`config.mk`:
```
export PLATFORM = sky130hd
export DESIGN_NAME = serial_subtractor
export DESIGN_NICKNAME = d
export VERILOG_FILES = /design/src/rtl/serial_subtractor.sv
export SDC_FILE = /design/constraint.sdc
export NUM_CORES = 1
export LEC_CHECK = 0
export ABC_AREA = 1
export CORE_AREA = 2 2 76 93
export CTS_CLUSTER_SIZE = 24
export DETAILED_ROUTE_END_ITERATION = 10
export DIE_AREA = 0 0 78 95
export PLACE_DENSITY = 0.86
export SKIP_CTS_REPAIR_TIMING = 1
export SLEW_MARGIN = 25
export SYNTH_ARGS = -nofsm -noshare
export SYNTH_HDL_FRONTEND = slang
export SYNTH_SLANG_ARGS = --single-unit
```
`constraint.sdc`:
```
create_clock -name clk -period 2.04 [get_ports clk]
set_clock_uncertainty 0.15 [all_clocks]
set_input_delay 0.408 -clock clk [delete_from_list [all_inputs] [get_ports clk]]
set_output_delay 0.408 -clock clk [all_outputs]
set_load 0.02 [all_outputs]
```
`src/rtl/serial_subtractor.sv`:
```
// Bit-serial two's-complement subtractor: diff = a - b, one bit per clock, LSB first.
// Reports unsigned borrow and signed overflow on a one-cycle done pulse.
module serial_subtractor #(
    parameter int unsigned WIDTH = 16
) (
    input  logic             clk,
    input  logic             rst_n,
    input  logic             start,
    input  logic [WIDTH-1:0] a,
    input  logic [WIDTH-1:0] b,
    output logic             busy,
    output logic             done,
    output logic [WIDTH-1:0] diff,
    output logic             borrow,
    output logic             overflow
);

    localparam int unsigned CW = (WIDTH > 2) ? $clog2(WIDTH) : 1;

    typedef enum logic [1:0] {
        IDLE,
        SHIFT,
        FINISH
    } state_t;

    state_t           r_state;
    logic [WIDTH-1:0] r_a;
    logic [WIDTH-1:0] r_b;
    logic [WIDTH-1:0] r_res;
    logic             r_a_msb;
    logic             r_b_msb;
    logic             r_br;
    logic [CW-1:0]    r_cnt;

    logic             w_ai;
    logic             w_bi;
    logic             w_d;
    logic             w_br_nxt;
    logic             w_last;
    logic [WIDTH-1:0] w_res_nxt;

    always_comb begin
        w_ai      = r_a[0];
        w_bi      = r_b[0];
        w_d       = w_ai ^ w_bi ^ r_br;
        w_br_nxt  = (~w_ai & w_bi) | (~w_ai & r_br) | (w_bi & r_br);
        w_last    = (r_cnt == CW'(WIDTH - 1));
        w_res_nxt = {w_d, r_res[WIDTH-1:1]};
    end

    always_ff @(posedge clk or negedge rst_n) begin
        if (!rst_n) begin
            r_state  <= IDLE;
            r_a      <= '0;
            r_b      <= '0;
            r_res    <= '0;
            r_a_msb  <= 1'b0;
            r_b_msb  <= 1'b0;
            r_br     <= 1'b0;
            r_cnt    <= '0;
            busy     <= 1'b0;
            done     <= 1'b0;
            diff     <= '0;
            borrow   <= 1'b0;
            overflow <= 1'b0;
        end else begin
            case (r_state)
                // FINISH accepts a new start exactly like IDLE, giving WIDTH+1 cycle throughput
                IDLE, FINISH: begin
                    done <= 1'b0;
                    if (start) begin
                        r_a     <= a;
                        r_b     <= b;
                        r_a_msb <= a[WIDTH-1];
                        r_b_msb <= b[WIDTH-1];
                        r_res   <= '0;
                        r_br    <= 1'b0;
                        r_cnt   <= '0;
                        busy    <= 1'b1;
                        r_state <= SHIFT;
                    end else begin
                        r_state <= IDLE;
                    end
                end
                SHIFT: begin
                    r_res <= w_res_nxt;
                    r_a   <= r_a >> 1;
                    r_b   <= r_b >> 1;
                    r_br  <= w_br_nxt;
                    r_cnt <= r_cnt + 1'b1;
                    if (w_last) begin
                        busy     <= 1'b0;
                        done     <= 1'b1;
                        diff     <= w_res_nxt;
                        borrow   <= w_br_nxt;
                        overflow <= (r_a_msb != r_b_msb) && (w_d != r_a_msb);
                        r_state  <= FINISH;
                    end
                end
                default: r_state <= IDLE;
            endcase
        end
    end

endmodule

```
# ---- After elaboration in Yosys (flattened, before gate mapping)
# Cells that the tools add are included.
dict set report word_totals {
  in_bits 35
  ff_bits 77
  out_inout_bits 20
  elab_cells 56
}
dict set report op_classes {
  n_reduce_logical 9
  muxes 18
  eq_ne 7
  n_addsub 1
  bitwise 8
}
# op count
set op_table {}
lappend op_table {{$pmux 16 s2} 3}
lappend op_table {{$mux 16} 3}
lappend op_table {{$pmux 4 s2} 1}
lappend op_table {{$reduce_and 2->1} 4}
lappend op_table {{$pmux 1 s2} 3}
lappend op_table {{$mux 1} 5}
lappend op_table {{$add 4x1->4 const B} 1}
lappend op_table {{$eq 4x4->1 const B} 1}
lappend op_table {{$mux 4} 1}
lappend op_table {{$ne 2x2->1 const B} 2}
lappend op_table {{$pmux 2 s2} 1}
lappend op_table {{$and 1x1->1} 3}
lappend op_table {{$reduce_and 3->1} 1}
lappend op_table {{$eq 2x1->1 const B} 1}
lappend op_table {{$eq 2x2->1 const B} 1}
lappend op_table {{$logic_not 2->1} 1}
lappend op_table {{$mux 2} 1}
lappend op_table {{$ne 1x1->1} 2}
lappend op_table {{$or 1x1->1} 2}
lappend op_table {{$reduce_bool 2->1} 1}
lappend op_table {{$reduce_or 2->1} 1}
lappend op_table {{$xor 1x1->1} 2}
lappend op_table {{$logic_and 1x1->1} 1}
lappend op_table {{$not 1->1} 1}

# ---- Longest topological paths before layout
# Gate-level depths: netlist of the first run.
dict set report logic_depth {
  depth_word 5
  mapped_depth 7
  mapped_depth_nobuf 7
}

# ---- Least setup slack after synthesis of the first run
# No wires, ideal clock.
dict set report synth_path {
  path_type {flip-flop to flip-flop}
  from {reg r_a[0]}
  to {reg overflow}
  setup_time_ps 117
  t_required_ps 1773
  path_stages_with_launch 7
  path_slack_ps 592
  arrival_time_ps 1181
  synth_period_minus_slack_ps 1448
  path_buffers 0
  cell_sequence {dfrtp_1 > fa_1 > inv_1 > nand3_1 > nand2_1 > nand2_1 > nand2_1}
}
dict set report synth_via {
  elab_chain_len 4
}
# element line
set synth_rtl {}
lappend synth_rtl {{start: declaration} 27} ;# logic [WIDTH-1:0] r_a;
lappend synth_rtl {{start signal: assignment} 87} ;# r_a <= r_a >> 1;
lappend synth_rtl {{$xor 1x1->1 (2 in series)} 45} ;# w_d = w_ai ^ w_bi ^ r_br;
lappend synth_rtl {{named net w_d} 37} ;# logic w_d;
lappend synth_rtl {{$ne 1x1->1} 96} ;# overflow <= (r_a_msb != r_b_msb) && (w_d != r_a_msb);
lappend synth_rtl {{$logic_and 1x1->1} 96}
lappend synth_rtl {{end signal: assignment} 96}
lappend synth_rtl {{end: declaration} 15} ;# output logic overflow
# The timed path passes the listed nets, and every way through them passes these cells.
# A chain may end at the register's enable or synchronous reset.

# ---- Worst setup path in the final report of the first run
dict set report layout_path {
  from {reg overflow}
  to {out overflow}
}
# No word-level cell between the ends.

==> metrics.md, run 1 <==
| Metric | Value |
|---|---|
| Final setup margin | 0.155 ns |
| Clk pin slew, worst setup/hold paths | 0.07 ns |
| CTS sink cnt | 76 |
| Largest net degree at the start of global routing | 40 |
| Synth cell count leaders | nand2_1 (215), dfrtp_1 (76), inv_1 (55), o22ai_1 (16), nand2_2 (11) |
| RSZ-0062 raised after global routing | no |
| Pre-antenna DRT Iters | 4 |
| Nets@finish | 502 |
| Routed WL | 6230 um |
| Grt met3 use | 3.15% |
| 1st-iter DRT viols | 105 |
| Core box area | 6610 um^2 |
| Clk_lat worst skew | 0.35 ns |
| Synthesis warning total | 0 |
| Flop and latch count out of synthesis | 76 |
| TritonCTS Buffers | 9 |
| Max-capacitance violation count | 0 |
| Hold Path Class | flop to flop |
| Worst Setup End Kind | primary output |
| Netlist cell types | 22 |
| CTS root buffer | clkbuf_8 |
| Cell area power density | 1510 nW/um^2 |
| Routing usage on met2 | 34.8% |
| Via density | 4.67 |
| Number of synthesized flops with an enable pin | 0 |
| Area Growth Syn to Fin | 23.3% |
| Initial antenna violation count | 0 |
| Vias in the first global route | 2,522 |
| Sum Neg Setup Slack | 0 ns |
| Syn Std Cell Area | 3380 um^2 |
| Post-synth top flop | dfrtp_1 |
| Initial Utilization | 51.1% |
| Startpoint types | flop |
| Most numerous cell in the Yosys netlist | nand2_1 |
| Vias | 2,603 |
| Final worst path period share | 92.4% |
| Remaining antenna violation count | 0 |
| Ant diodes | 0 |
| Syn nets | 446 |
| Critical path's slowest cell | clkdlybuf4s50_1 |
| Cells along the critical path | clkdlybuf4s50_1 |
| Die area | 7410 um^2 |
| Final Critical Period | 1.88 ns |
| Pins Over Slew Limit | 0 |
| DP HPWL | 4280 um |
| Remaining DRCs | 0 |
| Die Ht | 95 um |
| M1 GR Usage | 20.5% |
| Fmax | 0.531 GHz |
| Clock Tree Buf Depth | 2 |
| Die W | 78 um |
| Std-Cell Rows | 33 |
| Filler instances | 567 |
| Io pins | 55 |
| CTS tree | done |
| Synth top area share | 56.3% |
| CP top delay family | buffers and inverters |
| Pre-CTS setup slack | 0.208 ns |
| Critical Path Max Stage Delay | 0.61 ns |
| Gr usage total | 18.5% |
| Worst Path Buf+Inv | 1 |
| Avg Cell Area, Syn | 8.26 um^2 |
| Setup CP Type | flop to primary output |
| IO Port Bufs | 54 |
| Worst-margin pin slew | 0.500 ns |
| Setup violations, final | 0 |
| Routability cong. | 0.757 |
| Synth area leaders | dfrtp_1 (56%), nand2_1 (24%), inv_1 (6.1%) |
| VDD IR max | 655 uV |
| Fin. Hold Viols | 0 |
| Worst-path maximum fanout | 2 |
| Post-synthesis cell count | 409 |
| Post-synthesis async set-or-reset flop share | 100% |
| Global route total overflow | 0 |
| Routed len/inst | 11.2 um |
| Status | complete, no violations |
| R2R Setup Slk | 0.39 ns |
| H-tree Lvls | 3 |
| CP Data Arrival Time | 1.33 ns |
| Post-synthesis sequential area ratio | 56.3% |
| Max_slew headroom | 66.7% |
| Data required time of the worst path | 1.48 ns |
| Grt peak-use layer | met2 |
| Fraction of layout instances using a drive strength above 1 | 8.51% |
| Leakage | 2.23 nW |
| Area leader, netlist | dfrtp_1 |
| Global-route wire length before repair | 10,700 um |
==> final timing paths <==
kind                                      startpoint                   end  cells past startpoint
min in group asynchronous                      rst_n   diff[2]$_DFFE_PN0P_                      2
worst min-delay path             diff[8]$_DFFE_PN0P_   diff[8]$_DFFE_PN0P_                      2
worst max register to register  r_cnt[0]$_DFFE_PN0P_  diff[11]$_DFFE_PN0P_                      6
worst min register to register   diff[8]$_DFFE_PN0P_   diff[8]$_DFFE_PN0P_                      2
worst max-delay path            overflow$_DFFE_PN0P_              overflow                      1
max in group asynchronous                      rst_n   diff[0]$_DFFE_PN0P_                      3
==> area by class of cell <==
cell class / instances / area, um^2 / share of cell area (%)
repair buffers: 59 / 603 / 14.5
well taps: 87 / 109 / 2.61
clock buffers: 11 / 151 / 3.63
flip-flops and latches: 76 / 1900 / 45.6
inverters: 57 / 216 / 5.20
clock inverters: 5 / 50.0 / 1.20
multi-input cells: 262 / 1130 / 27.2
==> logic make-up (layout without fill, tap and decap cells) <==
family	Yosys count	after routing	synth area share, %
AND/OR/NAND/NOR	240	240	29.1
buffers and inverters	71	132	10.1
adder cells (fa/ha/maj)	2	2	0.963
flip-flops	76	76	56.3
AO/OA/AOI/OAI	20	20	3.56
==> layer usage <==
layer / wire [um] / share of wire (%) / up-vias
met1: 2640 / 42 / 1214
met2: 3240 / 52 / 60
met5: 0 / 0 / -
met4: 109 / 1.8 / 0
li1: - / - / 1319
met3: 234 / 3.8 / 10
==> stage by stage <==
| stage | utilization, % | cell area, um^2 | hold WS, ns | total power [W] | instances |
|---|---|---|---|---|---|
| 6_report | 63.1 | 4170 | 0.322 | 0.00630 | 557 |
| 3_3_place_gp | 59.9 | 3960 | 0.258 | 0.00506 | 540 |
| 3_5_place_dp | 59.9 | 3960 | 0.267 | 0.00521 | 540 |
| 2_1_floorplan | - | 3380 | -0.0376 | 0.00442 | 409 |
| 4_1_cts | 62.9 | 4160 | -0.105 | 0.00637 | 556 |
| 5_1_grt | 63.1 | 4170 | 0.341 | 0.00680 | 557 |
==> registers in the layout (all words and copies together) (netlist names), 2 cells and up <==
register and count:
r_res 15, r_a 16, diff 16, r_state 2, r_cnt 4, r_b 16
==> placed cells by master (no fill, tap or decap), types with 2 or more instances in the layout <==
cell type,Yosys,routed
clkdlybuf4s50_1,0,53
dfrtp_1,76,76
nand2_4,2,2
buf_12,0,2
nand2_1,215,215
nand2_2,11,11
o21ai_0,3,3
buf_4,0,3
nand3_1,6,6
clkinv_2,0,4
inv_1,55,55
clkbuf_8,0,11
o22ai_1,16,16
==> report_power, final <==
group          switching, W  leakage, nW  internal (W)
Combinational       0.00150         1.18       0.00104
Sequential         0.000423        0.947       0.00221
Clock              0.000522        0.109      0.000623
Total               0.00244         2.23       0.00386
No activity file was read; power rests on OpenSTA's default activity.
==> run 2: changes to the inputs <==
--- a/config.mk
+++ b/config.mk
@@ -10,7 +10,8 @@
 export CTS_CLUSTER_SIZE = 24
 export DETAILED_ROUTE_END_ITERATION = 10
 export DIE_AREA = 0 0 78 95
-export PLACE_DENSITY = 0.86
+export MAX_ROUTING_LAYER = met4
+export PLACE_DENSITY_LB_ADDON = 0.08
 export SKIP_CTS_REPAIR_TIMING = 1
 export SLEW_MARGIN = 25
 export SYNTH_ARGS = -nofsm -noshare
==> constraint.sdc (replaced) <==
create_clock -name clk -period 2.04 [get_ports clk]
set_clock_uncertainty 0.15 [all_clocks]
set_input_delay 0.204 -clock clk [delete_from_list [all_inputs] [get_ports clk]]
set_output_delay 0.204 -clock clk [all_outputs]
set_load 0.02 [all_outputs]
==> metrics.md, run 2 (synthesis results as in run 1) <==
| Metric | Value |
|---|---|
| Core box area | 6610 um^2 |
| Critical Path Max Stage Delay | 0.61 ns |
| Via density | 4.56 |
| Fraction of layout instances using a drive strength above 1 | 8.32% |
| Leakage | 2.23 nW |
| Pre-CTS setup slack | 0.375 ns |
| Routability cong. | 0.736 |
| Die W | 78 um |
| Initial antenna violation count | 0 |
| Worst Setup End Kind | primary output |
| Vias in the first global route | 2,487 |
| Vias | 2,533 |
| Status | complete, no violations |
| Die area | 7410 um^2 |
| Fin. Hold Viols | 0 |
| Clk_lat worst skew | 0.34 ns |
| Combinational power share | 39.6% |
| Area Growth Syn to Fin | 23.5% |
| Global-route wire length before repair | 10,600 um |
| Final Critical Period | 1.68 ns |
| Global route total overflow | 0 |
| Max-capacitance violation count | 0 |
| Fraction of power spent switching nets | 38.3% |
| Top flop regs | diff x16, r_a x16, r_b x16 |
| Sum Neg Setup Slack | 0 ns |
| Setup CP Type | flop to primary output |
| Io pins | 55 |
| CP Data Arrival Time | 1.33 ns |
| Clock Tree Buf Depth | 2 |
| Remaining DRCs | 0 |
| Reg power frac | 41.0% |
| Hold Path Class | primary input to async pin |
| Setup violations, final | 0 |
| IO Port Bufs | 54 |
| Net Sw Power | 0.00244 W |
| Clock Power Share | 19.4% |
| Nets@finish | 501 |
| Remaining antenna violation count | 0 |
| Ant diodes | 0 |
| Worst-path maximum fanout | 2 |
| RSZ-0062 raised after global routing | no |
| VDD IR max | 695 uV |
| Cell area power density | 1520 nW/um^2 |
| Worst-margin pin slew | 0.395 ns |
| Internal power | 0.00392 W |
| Final worst path period share | 82.3% |
| Area post-placement | 3950 um^2 |
| 1st-iter DRT viols | 153 |
| Final non-filler cell total | 556 |
| Std-Cell Rows | 33 |
| CP top delay family | buffers and inverters |
| R2R Setup Slk | 0.39 ns |
| Initial Utilization | 51.1% |
| Clk pin slew, worst setup/hold paths | 0.08 ns |
| TritonCTS Buffers | 9 |
| Gr usage total | 18.8% |
| Levels on crit path | 1 |
| Critical path's slowest cell | clkdlybuf4s50_1 |
| Startpoint types | flop |
| Cells along the critical path | clkdlybuf4s50_1 |
| Routed len/inst | 10.8 um |
| R2r worst-path depth | 6 |
| Fmax | 0.595 GHz |
| Final setup margin | 0.360 ns |
| Commonest non-fill, non-tap cell in the layout | nand2_1 |
| CTS sink cnt | 76 |
| Routed WL | 6030 um |
| Worst Path Buf+Inv | 1 |
| Post-route cell area | 4170 um^2 |
| Pre-antenna DRT Iters | 4 |
| Die Ht | 95 um |
| CTS root buffer | clkbuf_8 |
| Data required time of the worst path | 1.69 ns |
| Max_slew headroom | 73.7% |
| DP HPWL | 3820 um |
| H-tree Lvls | 3 |
| Most frequent cells in the layout | nand2_1 (215), dfrtp_1 (76), inv_1 (55) |
| Largest net degree at the start of global routing | 77 |
| Pins Over Slew Limit | 0 |
| CTS tree | done |
| Inst Count DP | 539 |
| Core Util, Final | 63.2% |
-- run 2: changes by cell type in the layout (fill, tap and decap cells not counted) --
| cell | before | now |
|---|---|---|
| clkbuf_8 | 11 | 9 |
| clkinv_4 | 0 | 1 |
| clkinv_2 | 4 | 3 |
| bufinv_16 | 1 | 2 |
| clkinvlp_4 | 0 | 1 |
| buf_4 | 3 | 2 |
-- run 2: final cells by class --
cell class / count / area [um^2]
Clock inverter: 7 / 91.3
Timing Repair Buffer: 58 / 596
Fill cell: 624 / 2430
Clock buffer: 9 / 124
Multi-Input combinational cell: 262 / 1130
Sequential cell: 76 / 1900
Inverter: 57 / 216
Tap cell: 87 / 109
-- run 2: worst paths after layout --
check,start,to
worst max-delay path,borrow$_DFFE_PN0P_,borrow
worst min-delay path,rst_n,r_res[2]$_DFFE_PN0P_
worst max register to register,r_cnt[0]$_DFFE_PN0P_,diff[13]$_DFFE_PN0P_
worst min register to register,diff[2]$_DFFE_PN0P_,diff[2]$_DFFE_PN0P_
max in group asynchronous,rst_n,r_cnt[1]$_DFFE_PN0P_
min in group clk,a[15],r_a[15]$_DFFE_PN0P_
-- run 2: metrics by stage --
step                total power (W)  hold slack [ns]
finish                      0.00636            0.244
global route                0.00692            0.285
CTS                         0.00644           -0.272
detailed placement          0.00518            0.103
global placement            0.00510            0.108
floorplan                   0.00442           -0.242
-- run 2: power by group through the flow --
stage	clock [W]	sequential, W	combinational [W]
final	0.00123	0.00261	0.00252
after global routing	0.00132	0.00270	0.00290
after CTS	0.00126	0.00261	0.00256
after detailed placement	0	0.00263	0.00255
after global placement	0	0.00262	0.00249
after floorplan	0	0.00280	0.00162
-- run 2: routing by layer --
layer,global-route usage (%),share of wire (%),vias to the layer above
met5,-,0,-
met4,9.65,2.2,0
met3,2.87,3.3,10
met2,31.8,48,46
met1,21.9,46,1156
li1,-,-,1321
